[src/rtl/branch_history_table.sv]
// Bimodal direction predictor: 2-bit saturating counters indexed by PC.
// Trains from EX-stage resolution and keeps branch/mispredict statistics.
module branch_history_table #(
    parameter int DATA_WIDTH  = 32,
    parameter int INDEX_WIDTH = 4,
    parameter int STAT_WIDTH  = 32
) (
    input  logic                  clk,
    input  logic                  rst,
    input  logic [DATA_WIDTH-1:0] lookup_pc,
    output logic                  predict_taken,
    input  logic                  update_valid,
    input  logic [DATA_WIDTH-1:0] update_pc,
    input  logic                  update_taken,
    input  logic                  update_predicted,
    output logic                  mispredict,
    input  logic                  stat_clear,
    output logic [STAT_WIDTH-1:0] branch_count,
    output logic [STAT_WIDTH-1:0] mispredict_count
);

    localparam int ENTRIES = 1 << INDEX_WIDTH;

    logic [1:0] bht_q [ENTRIES];

    logic [INDEX_WIDTH-1:0] lookup_idx;
    logic [INDEX_WIDTH-1:0] update_idx;
    logic [1:0]             upd_cur;
    logic [1:0]             upd_next;

    assign lookup_idx = lookup_pc[INDEX_WIDTH+1:2];
    assign update_idx = update_pc[INDEX_WIDTH+1:2];

    // No bypass: lookup always sees the registered (pre-update) counter
    assign predict_taken = bht_q[lookup_idx][1];
    assign mispredict    = update_valid & (update_taken ^ update_predicted);

    assign upd_cur = bht_q[update_idx];

    always_comb begin
        upd_next = upd_cur;
        if (update_taken) begin
            if (upd_cur != 2'b11) upd_next = upd_cur + 2'b01;
        end else begin
            if (upd_cur != 2'b00) upd_next = upd_cur - 2'b01;
        end
    end

    // Register array so the whole table resets in a single cycle
    always_ff @(posedge clk) begin
        if (rst) begin
            for (int i = 0; i < ENTRIES; i++) begin
                bht_q[i] <= 2'b01;
            end
        end else if (update_valid) begin
            bht_q[update_idx] <= upd_next;
        end
    end

    always_ff @(posedge clk) begin
        if (rst || stat_clear) begin
            branch_count     <= '0;
            mispredict_count <= '0;
        end else begin
            branch_count     <= branch_count + STAT_WIDTH'(update_valid);
            mispredict_count <= mispredict_count + STAT_WIDTH'(mispredict);
        end
    end

endmodule

[config.mk]
export PLATFORM = sky130hd
export DESIGN_NAME = branch_history_table
export DESIGN_NICKNAME = d
export VERILOG_FILES = /design/src/rtl/branch_history_table.sv
export SDC_FILE = /design/constraint.sdc
export NUM_CORES = 1
export LEC_CHECK = 0
export CORE_UTILIZATION = 30
export DETAILED_ROUTE_END_ITERATION = 10
export GPL_ROUTABILITY_DRIVEN = 0
export SYNTH_ARGS = -nofsm -noshare
export SYNTH_HDL_FRONTEND = slang
export SYNTH_SLANG_ARGS = --single-unit
[constraint.sdc]
create_clock -name clk -period 3.3 [get_ports clk]
set_input_delay 0.66 -clock clk [delete_from_list [all_inputs] [get_ports clk]]
set_output_delay 0.66 -clock clk [all_outputs]
set_load 0.02 [all_outputs]
---- Word level (Yosys, flattened, before mapping) ----
Memories as Yosys holds them, arrays and structs flattened.
Cells that the tools add are included.
Widths: inputs -> output; s select.
storage, ports and cells
  memories ................................ 1
  bits of input ports ..................... 70
  memory bits (writable) .................. 32
  flip-flop bits (word level) ............. 64
  logic and storage cells ................. 24
  output and inout port bits .............. 66
cells by class
  bitwise logic cells ..................... 2
  mux-type cells .......................... 11
  reduce and logical (&&, ||, !) cells .... 3
  eq/ne operators ......................... 1
  add/sub/neg operators ................... 4
memory list
  memory  depth  bits a word  read ports  clocked after Yosys merged registers in  write ports  line  source
  bht_q   16     2            2           0                                        16           24    logic [1:0] bht_q [ENTRIES];
operators with widths
  kind                 number
  $add 32x1->32        2
  $mux 2               4
  $mux 1               6
  $mux 4               1
  $add 2x1->2 const B  1
  $ne 2x2->1 const B   1
  $reduce_bool 2->1    1
  $reduce_or 2->1      1
  $sub 2x1->2 const B  1
  $and 1x1->1          1
  $logic_or 1x1->1     1
  $xor 1x1->1          1

---- Depth between registers and ports, before layout ----
  depth in word-level cells ............... 5
  gate-level depth with buffers ........... 10
  gate-level depth less buffers ........... 9

---- Worst setup path after synthesis ----
Ideal clock, no wire load.
  kind .................................... input to register
  from .................................... input update_taken
  to ...................................... register mispredict_count[26]
  path buffers ............................ 1
  stages .................................. 10
  data arrival time ....................... 2584 ps
  slack ................................... 588 ps
  required time ........................... 3172 ps
  setup time .............................. 128 ps
  cells stage by stage .................... xor2_1 > and2_1 > ha_1 > ha_1 > and4_1 > clkbuf_1 > nand3_2 > nor4b_1 > xnor2_1 > nor2_1
on the way
  cells in the longest elaborated chain, start to end .. 3
RTL lines
  what                    line  source
  start: declaration      14    input logic update_taken,
  $xor 1x1->1             36    assign mispredict = update_valid & (update_taken ^ update_predicted);
  $and 1x1->1             36
  named net mispredict    16    output logic mispredict,
  $add 32x1->32           66    mispredict_count <= mispredict_count + STAT_WIDTH'(mispredict);
  end signal: assignment  66
  end: declaration        19    output logic [STAT_WIDTH-1:0] mispredict_count
The timed path passes the listed nets, and every way through them passes these cells.
A chain may end at the register's enable or synchronous reset.

---- Worst setup path in the final report ----
  from .................................... input lookup_pc[2]
  to ...................................... output predict_taken
on the way
  cells in the longest elaborated chain, start to end .. 1
RTL lines
  what                line  source
  start: declaration  10    input logic [DATA_WIDTH-1:0] lookup_pc,
  $mem_v2 16x2        --
  end: declaration    11    output logic predict_taken,
No other way between the ends.

==> run_results.csv <==
group,metric,value,unit
place,dpl_cell_area,5705,µm²
floorplanning,ioPinCount,136,
layout,final_cells,752,
clock_tree,cts_root_buf,"clkbuf_16",
outcome,status,"completed",
layout,fin_nets,635,
layout,diodes,0,
place,dpl.cell_count,737,
synthesis,synth_fa_ha_area_share,1.933,%
sta,setup_slack,0.06626,ns
min_path,hold_path_class,"register to register",
setup_path,rr_worst_depth,5,
setup_path,timing.rr.end,"bht_q[12][0]",
sta,setup_viol,0,
synthesis,synth-seq-cells,96,
sta,fmax,309.2,MHz
synthesis,netlist_area,4659,µm²
route,avgViaCountPerCell,4.959,
route,drt_iter0_drc,215,
setup_path,crit_end,"predict_taken",
layout,final_layout_size_suffix_gt1_share,9.043,%
job,drv_cap,0,
grt,grt_pass1_wl,18420,µm
sta,holdWs,0.5128,ns
clock_tree,htreeDepth,3,
route,vias,3729,
clock_tree,path_clk_slew,0.06,ns
clock_tree,post_cts_buffers,0,
synthesis,synth_seq_area_share,48.12,%
grt,grt_pass1_vias,3734,
synthesis,synth-edff-count,32,
sta,slew_headroom,67.40,%
synthesis,synth_flop_cell,"dfxtp_1",
sta,worst_pin_slew,0.4876,ns
sta,finalCritPeriodShare,97.99,%
synthesis,syn_inst,475,
sta,slew_violations,0,
floorplanning,num_rows,45,
floorplanning,core_area,15200,µm²
power_and_ir_drop,power.total,2.422,mW
synthesis,synth-xor-area-share,10.34,%
synthesis,ys_warn_count,0,
grt,grt_max_degree,35,
synthesis,async_flop_share,0,%
power_and_ir_drop,irDropWorstVdd,0.1915,mV
clock_tree,numCtsBuffers,9,
clock_tree,max-clock-path-buffers,2,
route,wl,11140,µm
floorplanning,die_area,16030,µm²
place,portBuffers,79,
place,preCtsSetupSlack,-0.1845,ns
setup_path,cp-start-kind,"input pin",
grt,grt_usage,14.61,%
sta,fin_crit,3.234,ns
synthesis,synth_mux_area_share,6.686,%
sta,fin_skew,0.005683,ns
synthesis,synthSimpleGateAreaFrac,27.44,%
min_path,hold_start,"mispredict_count[15]",
synthesis,synth_cell_types,39,
setup_path,path_class,"input pin to output pin",
synthesis,synth_fp_nets,550,
synthesis,synth_compound_area_share,1.880,%
setup_path,crit_arrival,2.57,ns
sta,tns,0,ns
route,avgRoutedWirePerCell,14.82,µm
synthesis,syn_avg_cell_area,9.809,µm²
route,antenna_left,0,
power_and_ir_drop,power_density,403.7,nW/µm²
clock_tree,cts_sinks,96,
synthesis,synth_top_family_by_area,"simple AND/OR/NAND/NOR gates",
power_and_ir_drop,leakage,1.883,nW
setup_path,cp-startpoint,"lookup_pc[2]",
setup_path,ff2ff_setup_slack,1.21,ns
grt,antenna_found_initial,0,
clock_tree,cts_tree,"yes",
clock_tree,postCtsHoldBufs,0,
setup_path,r2r-start,"bht_q[1][1]",
clock_tree,insertion_delay,0.34,ns
sta,rsz0062_at_grt,"false",
setup_path,path_max_fanout,4,
floorplanning,dieWidth,126.6,µm
place,hpwl,8039,µm
route,drc,0,
route,first_pass_iters,4,
setup_path,critPathRequiredTime,2.64,ns
sta,hold_violations,0,
layout,syn_to_final_growth,28.76,%
grt,grt_remaining_overflow,0,
layout,final_area,6000,µm²
layout,utilization,39.47,%
setup_path,critPathCaptureType,"output pin",
floorplanning,initial_utilization,30.65,%
floorplanning,dieHeight,126.6,µm
[flip-flops by register name, summed over array words and instances (netlist names)]
| register | flops |
|---|---|
| branch_count | 32 |
| bht_q | 32 |
| mispredict_count | 32 |
[area by class of cell]
type,count,area [µm²]
multi-input cells,344,2250
repair buffers,99,940.9
clock inverters,2,12.51
flip-flops and latches,96,2242
inverters,10,37.54
fillers,1519,9203
well taps,188,235.2
clock buffers,13,281.5
[cells in the mapped netlist (8+ instances only)]
master | n | area, µm²
dfxtp_1 | 64 | 1281
mux4_2 | 8 | 180.2
nand2_1 | 42 | 157.7
inv_1 | 10 | 37.54
xor2_1 | 16 | 140.1
nand3_1 | 32 | 160.2
nor2_1 | 72 | 270.3
and2_1 | 10 | 62.56
and4_1 | 10 | 87.58
nand4_1 | 14 | 87.58
nor4_1 | 17 | 106.4
nor3_1 | 17 | 85.08
clkbuf_1 | 15 | 56.30
edfxtp_1 | 32 | 960.9
and3_1 | 8 | 50.05
nand2b_1 | 13 | 81.33
xnor2_1 | 39 | 341.6
[worst min path at each step]
stage | end | slack, ns | cells after the start
floorplan | mispredict_count[15] | 0.56 | 2
global placement | mispredict_count[15] | 0.49 | 2
detailed placement | mispredict_count[15] | 0.50 | 2
CTS | mispredict_count[15] | 0.51 | 2
global route | mispredict_count[14] | 0.55 | 2
finish | mispredict_count[15] | 0.51 | 2
[report_power, final]
group	total [mW]	switching, mW	internal [mW]
Combinational	0.165	0.0929	0.0722
Clock	1.02	0.425	0.593
Sequential	1.24	0.00646	1.23
[cell families after synthesis]
| family | after synthesis |
|---|---|
| flops | 96 |
| xor+xnor | 55 |
| compound gates | 15 |
| simple gates | 254 |
| buf+inv | 35 |
| mux | 13 |
| fa+ha+maj | 7 |
[routing by layer]
metal	global-route usage (%)	wire length [µm]	vias up
met5	0	0	-
met4	7.229	260	0
met3	3.458	520	18
met2	23.89	5345	84
met1	18.09	5013	1792
li1	-	-	1835
[what timing repair did]
| action | in CTS | in global routing |
|---|---|---|
| hold endpoints to repair | 0 | 0 |
| endpoints found under the setup margin | 1 | 1 |
| resized for setup | 1 | 1 |
[cell usage in the layout, fill, tap and decap left out]
cell / instances
nand3_1: 32
nand2_1: 42
a21oi_1: 6
edfxtp_1: 32
o31ai_1: 1
or4_1: 1
nor3b_1: 1
nand4b_1: 1
dfxtp_1: 64
clkinv_4: 1
maj3_4: 2
and3_1: 8
nand3_2: 1
nor2_1: 72
xor2_1: 16
clkbuf_16: 10
xnor2_1: 39
nor2b_1: 4
nor4b_1: 1
or3_1: 5
mux4_2: 8
inv_1: 11
buf_4: 20
nor3_1: 17
nor4_1: 17
mux4_1: 5
or2_2: 4
nand4_1: 14
clkdlybuf4s15_1: 1
a31o_2: 2
clkbuf_8: 2
clkbuf_1: 1
o21ai_0: 5
nand2b_1: 13
clkdlybuf4s50_1: 78
and2_1: 10
ha_1: 5
and4_1: 10
nor2_2: 1
a22oi_1: 1
[worst max-delay path, stage by stage]
cell and delay (ns):
clkdlybuf4s50_1 0.46, buf_4 0.16, mux4_2 0.54, mux4_2 0.46, clkdlybuf4s15_1 0.30
(Power assumes the default switching activity.)
